===== config.mk =====
export PLATFORM = sky130hd
export DESIGN_NAME = vc_arbiter
export DESIGN_NICKNAME = d
export VERILOG_FILES = /design/src/rtl/vc_arbiter.sv
export SDC_FILE = /design/constraint.sdc
export NUM_CORES = 1
export LEC_CHECK = 0
export CORE_AREA = 5 5 63 65
export CTS_CLUSTER_DIAMETER = 50
export DETAILED_ROUTE_END_ITERATION = 10
export DIE_AREA = 0 0 68 70
export GPL_TIMING_DRIVEN = 0
export PLACE_DENSITY = 0.68
export SYNTH_ARGS = -nofsm -noshare
export SYNTH_HDL_FRONTEND = slang
export SYNTH_SLANG_ARGS = --single-unit
export TNS_END_PERCENT = 10

===== constraint.sdc =====
create_clock -name clk -period 3.78 [get_ports clk]
set_clock_uncertainty 0.05 [all_clocks]
set_input_delay 1.134 -clock clk [delete_from_list [all_inputs] [get_ports clk]]
set_output_delay 1.134 -clock clk [all_outputs]
set_load 0.01 [all_outputs]

===== src/rtl/vc_arbiter.sv =====
// vc_arbiter: picks at most one eligible VC head per cycle, pops it and pushes it to D0/D1 a cycle
// later. Define ARB_ROUND_ROBIN_EN for burst-limited round-robin; default is strict VC0 priority.
module vc_arbiter #(
  parameter int unsigned DATA_W   = 6,
  parameter int unsigned DEST_BIT = 4,
  parameter int unsigned BURST    = 4
) (
  input  logic              clk,
  input  logic              reset,
  input  logic              vc0_empty,
  input  logic              vc1_empty,
  input  logic [DATA_W-1:0] vc0_data,
  input  logic [DATA_W-1:0] vc1_data,
  input  logic              d0_pause,
  input  logic              d1_pause,
  output logic              vc0_pop,
  output logic              vc1_pop,
  output logic [DATA_W-1:0] d_data_out,
  output logic              d0_push,
  output logic              d1_push,
  output logic              idle_out,
  output logic [7:0]        grant_cnt_vc0,
  output logic [7:0]        grant_cnt_vc1
);

  if (BURST == 0 || BURST > 15) begin : g_bad_burst
    $error("vc_arbiter: BURST must be in 1..15");
  end
  if (DEST_BIT >= DATA_W) begin : g_bad_dest
    $error("vc_arbiter: DEST_BIT must index into the data word");
  end

  typedef enum logic [1:0] {StIdle, StServeVc0, StServeVc1} state_e;

  state_e              state_q, state_d;
  logic [DATA_W-1:0]   data_q, data_d;
  logic                idle_q, idle_d;
  logic [7:0]          cnt0_q, cnt0_d;
  logic [7:0]          cnt1_q, cnt1_d;

  logic                vc0_elig, vc1_elig;
  logic                grant0, grant1;
  logic                pop_any;
  logic [DATA_W-1:0]   grant_word;

  // A head is eligible only if the destination it targets can take it; each VC is judged alone.
  assign vc0_elig = ~vc0_empty & ~(vc0_data[DEST_BIT] ? d1_pause : d0_pause);
  assign vc1_elig = ~vc1_empty & ~(vc1_data[DEST_BIT] ? d1_pause : d0_pause);

`ifdef ARB_ROUND_ROBIN_EN
  localparam logic [3:0] BurstLim = 4'(BURST);

  logic       last_grant_q, last_grant_d;  // 0: VC0, 1: VC1
  logic [3:0] burst_q, burst_d;
  logic       keep_vc;

  // A zero burst count (after reset) means no streak yet, so the other VC wins.
  assign keep_vc = (burst_q != 4'd0) && (burst_q < BurstLim);

  always_comb begin
    grant0 = 1'b0;
    grant1 = 1'b0;
    if (vc0_elig && vc1_elig) begin
      if (keep_vc) begin
        grant0 = ~last_grant_q;
        grant1 = last_grant_q;
      end else begin
        grant0 = last_grant_q;
        grant1 = ~last_grant_q;
      end
    end else begin
      grant0 = vc0_elig;
      grant1 = vc1_elig;
    end
  end

  always_comb begin
    last_grant_d = last_grant_q;
    burst_d      = burst_q;
    if (pop_any) begin
      last_grant_d = vc1_pop;
      if ((vc1_pop != last_grant_q) || (burst_q == 4'd0)) begin
        burst_d = 4'd1;
      end else if (burst_q != 4'hf) begin
        burst_d = burst_q + 4'd1;
      end
    end
  end
`else
  always_comb begin
    grant0 = vc0_elig;
    grant1 = vc1_elig & ~vc0_elig;
  end
`endif

  assign vc0_pop = grant0 & ~reset;
  assign vc1_pop = grant1 & ~reset;
  assign pop_any = vc0_pop | vc1_pop;

  always_comb begin
    state_d = StIdle;
    if (vc0_pop) begin
      state_d = StServeVc0;
    end else if (vc1_pop) begin
      state_d = StServeVc1;
    end
    grant_word = vc1_pop ? vc1_data : vc0_data;
    data_d     = pop_any ? grant_word : data_q;
    idle_d     = vc0_empty & vc1_empty & ~pop_any;
    cnt0_d     = (vc0_pop && (cnt0_q != 8'hff)) ? cnt0_q + 8'd1 : cnt0_q;
    cnt1_d     = (vc1_pop && (cnt1_q != 8'hff)) ? cnt1_q + 8'd1 : cnt1_q;
  end

  always_ff @(posedge clk) begin
    if (reset) begin
      state_q      <= StIdle;
      data_q       <= '0;
      idle_q       <= 1'b1;
      cnt0_q       <= '0;
      cnt1_q       <= '0;
`ifdef ARB_ROUND_ROBIN_EN
      last_grant_q <= 1'b1;
      burst_q      <= '0;
`endif
    end else begin
      state_q      <= state_d;
      data_q       <= data_d;
      idle_q       <= idle_d;
      cnt0_q       <= cnt0_d;
      cnt1_q       <= cnt1_d;
`ifdef ARB_ROUND_ROBIN_EN
      last_grant_q <= last_grant_d;
      burst_q      <= burst_d;
`endif
    end
  end

  // A serve state means a pop happened last cycle, so its word is in data_q right now.
  assign d_data_out    = data_q;
  assign d0_push       = (state_q != StIdle) & ~data_q[DEST_BIT];
  assign d1_push       = (state_q != StIdle) & data_q[DEST_BIT];
  assign idle_out      = idle_q;
  assign grant_cnt_vc0 = cnt0_q;
  assign grant_cnt_vc1 = cnt1_q;

endmodule


# After elaboration in Yosys (flattened, before gate mapping)
# Index checks and enable logic that the tools add are counted.
dict set report classes {
  bitwise 18
  n_reduce_logical 4
  n_mux 5
  n_eq_ne 2
  add_sub_neg 2
}
# operator n
set op_table {}
lappend op_table {{adder 8 x 1 -> 8 bit, second input constant} 2}
lappend op_table {{!= test 8 bit, second input constant} 2}
lappend op_table {{bitwise AND 1 bit} 9}
lappend op_table {{NOT 1 bit} 8}
lappend op_table {{two-way mux 6 bit} 1}
lappend op_table {{two-way mux 1 bit} 3}
lappend op_table {{logical AND 1 bit} 2}
lappend op_table {{two-way mux 2 bit} 1}
lappend op_table {{nonzero test 2 bit} 1}
lappend op_table {{OR reduction 2 bit} 1}
lappend op_table {{OR 1 bit} 1}
dict set report totals {
  in_bits 18
  reg_bits 25
}

# Depth between registers and ports, before layout
dict set report depth {
  ltp_word 9
  ltp_mapped 6
  ltp_nobuf 5
}

# Worst setup path after synthesis
# Ideal clock, no wire load.
dict set report synth_timing {
  path_kind {input to output}
  start {in vc0_data[4]}
  end {out vc1_pop}
  stages 4
  path_slack_ns 0.653
  t_required_ns 2.596
  t_arrival_ns 1.943
  path_cell_list {mux2_4 > o211ai_4 > buf_2 > inv_2}
}
dict set report synth_between {
  elab_chain_cells 6
}
# item line
set synth_lines {}
lappend synth_lines {{start, declared} 12} ;# input logic [DATA_W-1:0] vc0_data,
lappend synth_lines {{two-way mux 1 bit} 47} ;# assign vc0_elig = ~vc0_empty & ~(vc0_data[DEST_BIT] ? d1_pause : d0_pause);
lappend synth_lines {{NOT 1 bit} 47}
lappend synth_lines {{bitwise AND 1 bit} 47}
lappend synth_lines {{NOT 1 bit} 92} ;# grant1 = vc1_elig & ~vc0_elig;
lappend synth_lines {{bitwise AND 1 bit} 92}
lappend synth_lines {{bitwise AND 1 bit} 97} ;# assign vc1_pop = grant1 & ~reset;
lappend synth_lines {{end, declared} 17} ;# output logic vc1_pop,
# Every way passes these cells.

# Worst setup path after layout
dict set report layout_timing {
  start {in vc1_data[4]}
  end {out vc1_pop}
}
dict set report layout_between {
  elab_chain_cells 5
}
# item line
set layout_lines {}
lappend layout_lines {{start, declared} 13} ;# input logic [DATA_W-1:0] vc1_data,
lappend layout_lines {{two-way mux 1 bit} 48} ;# assign vc1_elig = ~vc1_empty & ~(vc1_data[DEST_BIT] ? d1_pause : d0_pause);
lappend layout_lines {{NOT 1 bit} 48}
lappend layout_lines {{bitwise AND 1 bit} 48}
lappend layout_lines {{bitwise AND 1 bit} 92}
lappend layout_lines {{bitwise AND 1 bit} 97}
# Every way passes these cells.

==> summary.txt <==
Clocking
  – CTS tree: yes
  – Root Driver: clkbuf_4
  – CTS buffer count: 3
  – Hold_buf cts: 0
  – Reg clk slew, reported paths: 150 ps
  – Clk buf depth: 2
  – Clk_lat worst skew: 320 ps
  – Total clock sinks: 25
  – H-tree depth: 1

Cells and area
  – Total Nets Final: between 200 and 250
  – Synth-to-Final Area Change: 49.3%
  – Non-filler instance count after layout: 229
  – Cell area after layout: roughly 0.0018 mm2
  – N_diodes: 0
  – Ratio of cells with drive above 1 in the final layout: around 9%

Timing
  – Final hold violation count: 0
  – Slack of the critical path: 67.0 ps
  – Min Tclk post-route: approximately 3700 ps
  – Peak Freq: 269 MHz
  – Max Slew Vio Count: 0
  – Crit share post-route: 98.2%
  – Worst-Margin Slew: 556 ps
  – RSZ-0062 raised after global routing: false
  – Worst slew margin: 62.8%
  – Worst hold slack: 462 ps
  – Final setup fails: 0

Detailed routing
  – Number of vias per cell: 5.14
  – Drc violations: 0
  – Drt wl/cell: 13.7 um
  – Drt pass-1 iters: 4
  – Vias: 1178
  – Routed Antenna Nets: 0
  – Overall routed net length: about 3100 um
  – Number of DRC markers in iteration 0: 35

Synth
  – YS warnings: 0
  – Yosys top cell by area: dfxtp_1
  – Largest cells by area after synthesis: dfxtp_1, mux2i_1, nor2_1
  – Yosys cell types: 34
  – Sequential area share after synthesis: 42.3%
  – Top cell type's share of synthesized area: 42.3%
  – Synth Register Bits: 25
  – Synth Area per Inst: 8.82 um2
  – Ys async rst share: 0%
  – Syn_nets: around 150
  – Dominant synthesized flop cell: dfxtp_1
  – Post-synthesis cell count: between 100 and 150
  – Post-synth EDFFs: 0
  – Mapped cell area: 0.00118 mm2

Place
  – Final RePlAce weighted congestion: 0.795
  – Port Buffer Count: 44
  – Placement Setup Slack: -516 ps
  – Placed cells: 224
  – Dpl cell area: 0.00168 mm2
  – Post-DP HPWL: 2400 um

Floorplanning
  – Die area: 0.00476 mm2
  – Core area: ~0.0033 mm2
  – I/O pin count: 45
  – Chip width: between 60 and 70 um
  – Chip Height: roughly 70 um
  – Num rows: 21
  – Initial core utilization: 36.0%

GRT
  – Vias in the first global route: around 1200
  – Overall Global Routing Usage: 13.7%
  – Global-route wire length before repair: 5220 um
  – Initial antenna violation count: 0
  – Pin count of the biggest net entering global routing: 17
  – Global route overflow: 0

Flow run
  – Max_cap viols: 0

Pwr
  – Pwr Density: 279 mW/mm2
  – Peak supply drop: ~0.14 mV
  – Leakage power: 0.686 nW

Setup path
  – CP required: between 2000 and 3000 ps
  – Crit path launch type: input pin
  – Crit end category: output pin
  – Crit Path Class: in2out
  – Worst Path Arrival: 2530 ps
  – Worst-path fanout max: 3

Min path
  – Worst hold path class: reg2reg

Run status
  – Outcome: complete, no violations
-- timing repair --
item,in CTS,in global routing
pin swaps,1,0
resized for setup,9,9
endpoints found under the setup margin,2,2
hold endpoints to repair,0,0
setup buffers,2,0
-- critical path, stage by stage --
cell,delay [ps]
clkdlybuf4s50_1,520
mux2i_2,300
o211ai_4,130
buf_6,140
inv_2,40
dlygate4sd2_1,260
-- cell usage in the layout, fill, tap and decap left out, types with 4 or more instances in the layout --
| cell type | instances |
|---|---|
| inv_1 | 6 |
| dlymetal6s2s_1 | 4 |
| clkdlybuf4s50_1 | 38 |
| a211oi_1 | 6 |
| nand3_1 | 8 |
| mux2i_1 | 9 |
| clkbuf_4 | 4 |
| nor2_1 | 16 |
| a21oi_1 | 5 |
| nand2_1 | 10 |
| dfxtp_1 | 25 |
-- per-layer routing --
metal | part of all wire, % | global-route usage, % | vias up
li1 | - | - | 603
met1 | 46 | 17.7 | 540
met2 | 48 | 22.6 | 33
met3 | 5.2 | 1.44 | 2
met4 | 1.1 | 5.96 | 0
met5 | 0 | 0 | -
-- logic make-up (layout without fill, tap and decap cells) --
kind of cell | count (synthesis) | count (layout) | synth area share, %
adders and majority gates | 2 | 2 | 2.12
and+or+nand+nor | 52 | 52 | 21.6
xor gates and xnor gates | 1 | 1 | 0.741
AOI/OAI and AO/OA | 30 | 30 | 18.7
DFF | 25 | 25 | 42.3
buffers and inverters | 12 | 61 | 3.91
muxes | 12 | 12 | 10.6
-- flip-flops by register name (all words and copies together) (netlist names) --
signal         count
grant_cnt_vc0      8
grant_cnt_vc1      8
d_data_out         6
state_q            2
idle_out           1
-- synthesized netlist by cell type, types with 4 or more instances --
cell and n:
clkbuf_1 4, nor2_1 16, mux2i_1 11, inv_1 6
a211oi_1 6, dfxtp_1 25, nand2_1 10, a21oi_1 5
nand3_1 8
-- worst paths after layout --
check                                start                       endpoint  slack [ps]  depth (start not counted)
min reg2reg  grant_cnt_vc1[6]$_SDFFE_PP0P_  grant_cnt_vc1[6]$_SDFFE_PP0P_         460                          2
min          grant_cnt_vc1[6]$_SDFFE_PP0P_  grant_cnt_vc1[6]$_SDFFE_PP0P_         460                          2
max                            vc1_data[4]                        vc1_pop          70                          6
max reg2reg  grant_cnt_vc0[0]$_SDFFE_PP0P_  grant_cnt_vc0[4]$_SDFFE_PP0P_        1980                          5
-- where the power goes --
group / internal (mW) / switching, mW
clock network: 0.0430 / 0.0835
logic: 0.0489 / 0.0392
registers: 0.273 / 0.00575
total: 0.364 / 0.128
-- metrics by stage --
stage | utilization, % | setup TNS (ps) | power [mW]
after floorplan | - | 0 | 0.319
after global placement | 51.2 | -977 | 0.366
after detailed placement | 51.2 | -989 | 0.368
after CTS | 53.0 | -153 | 0.498
after global routing | 53.8 | 0 | 0.520
final | 53.8 | 0 | 0.493
-- layout make-up --
class | count | area [um2]
fillers | 308 | 1520
well taps | 46 | 57.6
repair buffers | 46 | 463
clock buffers | 3 | 22.5
inverters | 7 | 26.3
clock inverters | 1 | 8.76
multi-input cells | 97 | 659
flip-flops and latches | 25 | 500
plain buffers | 4 | 27.5
Power figures use the tool's default switching activity.
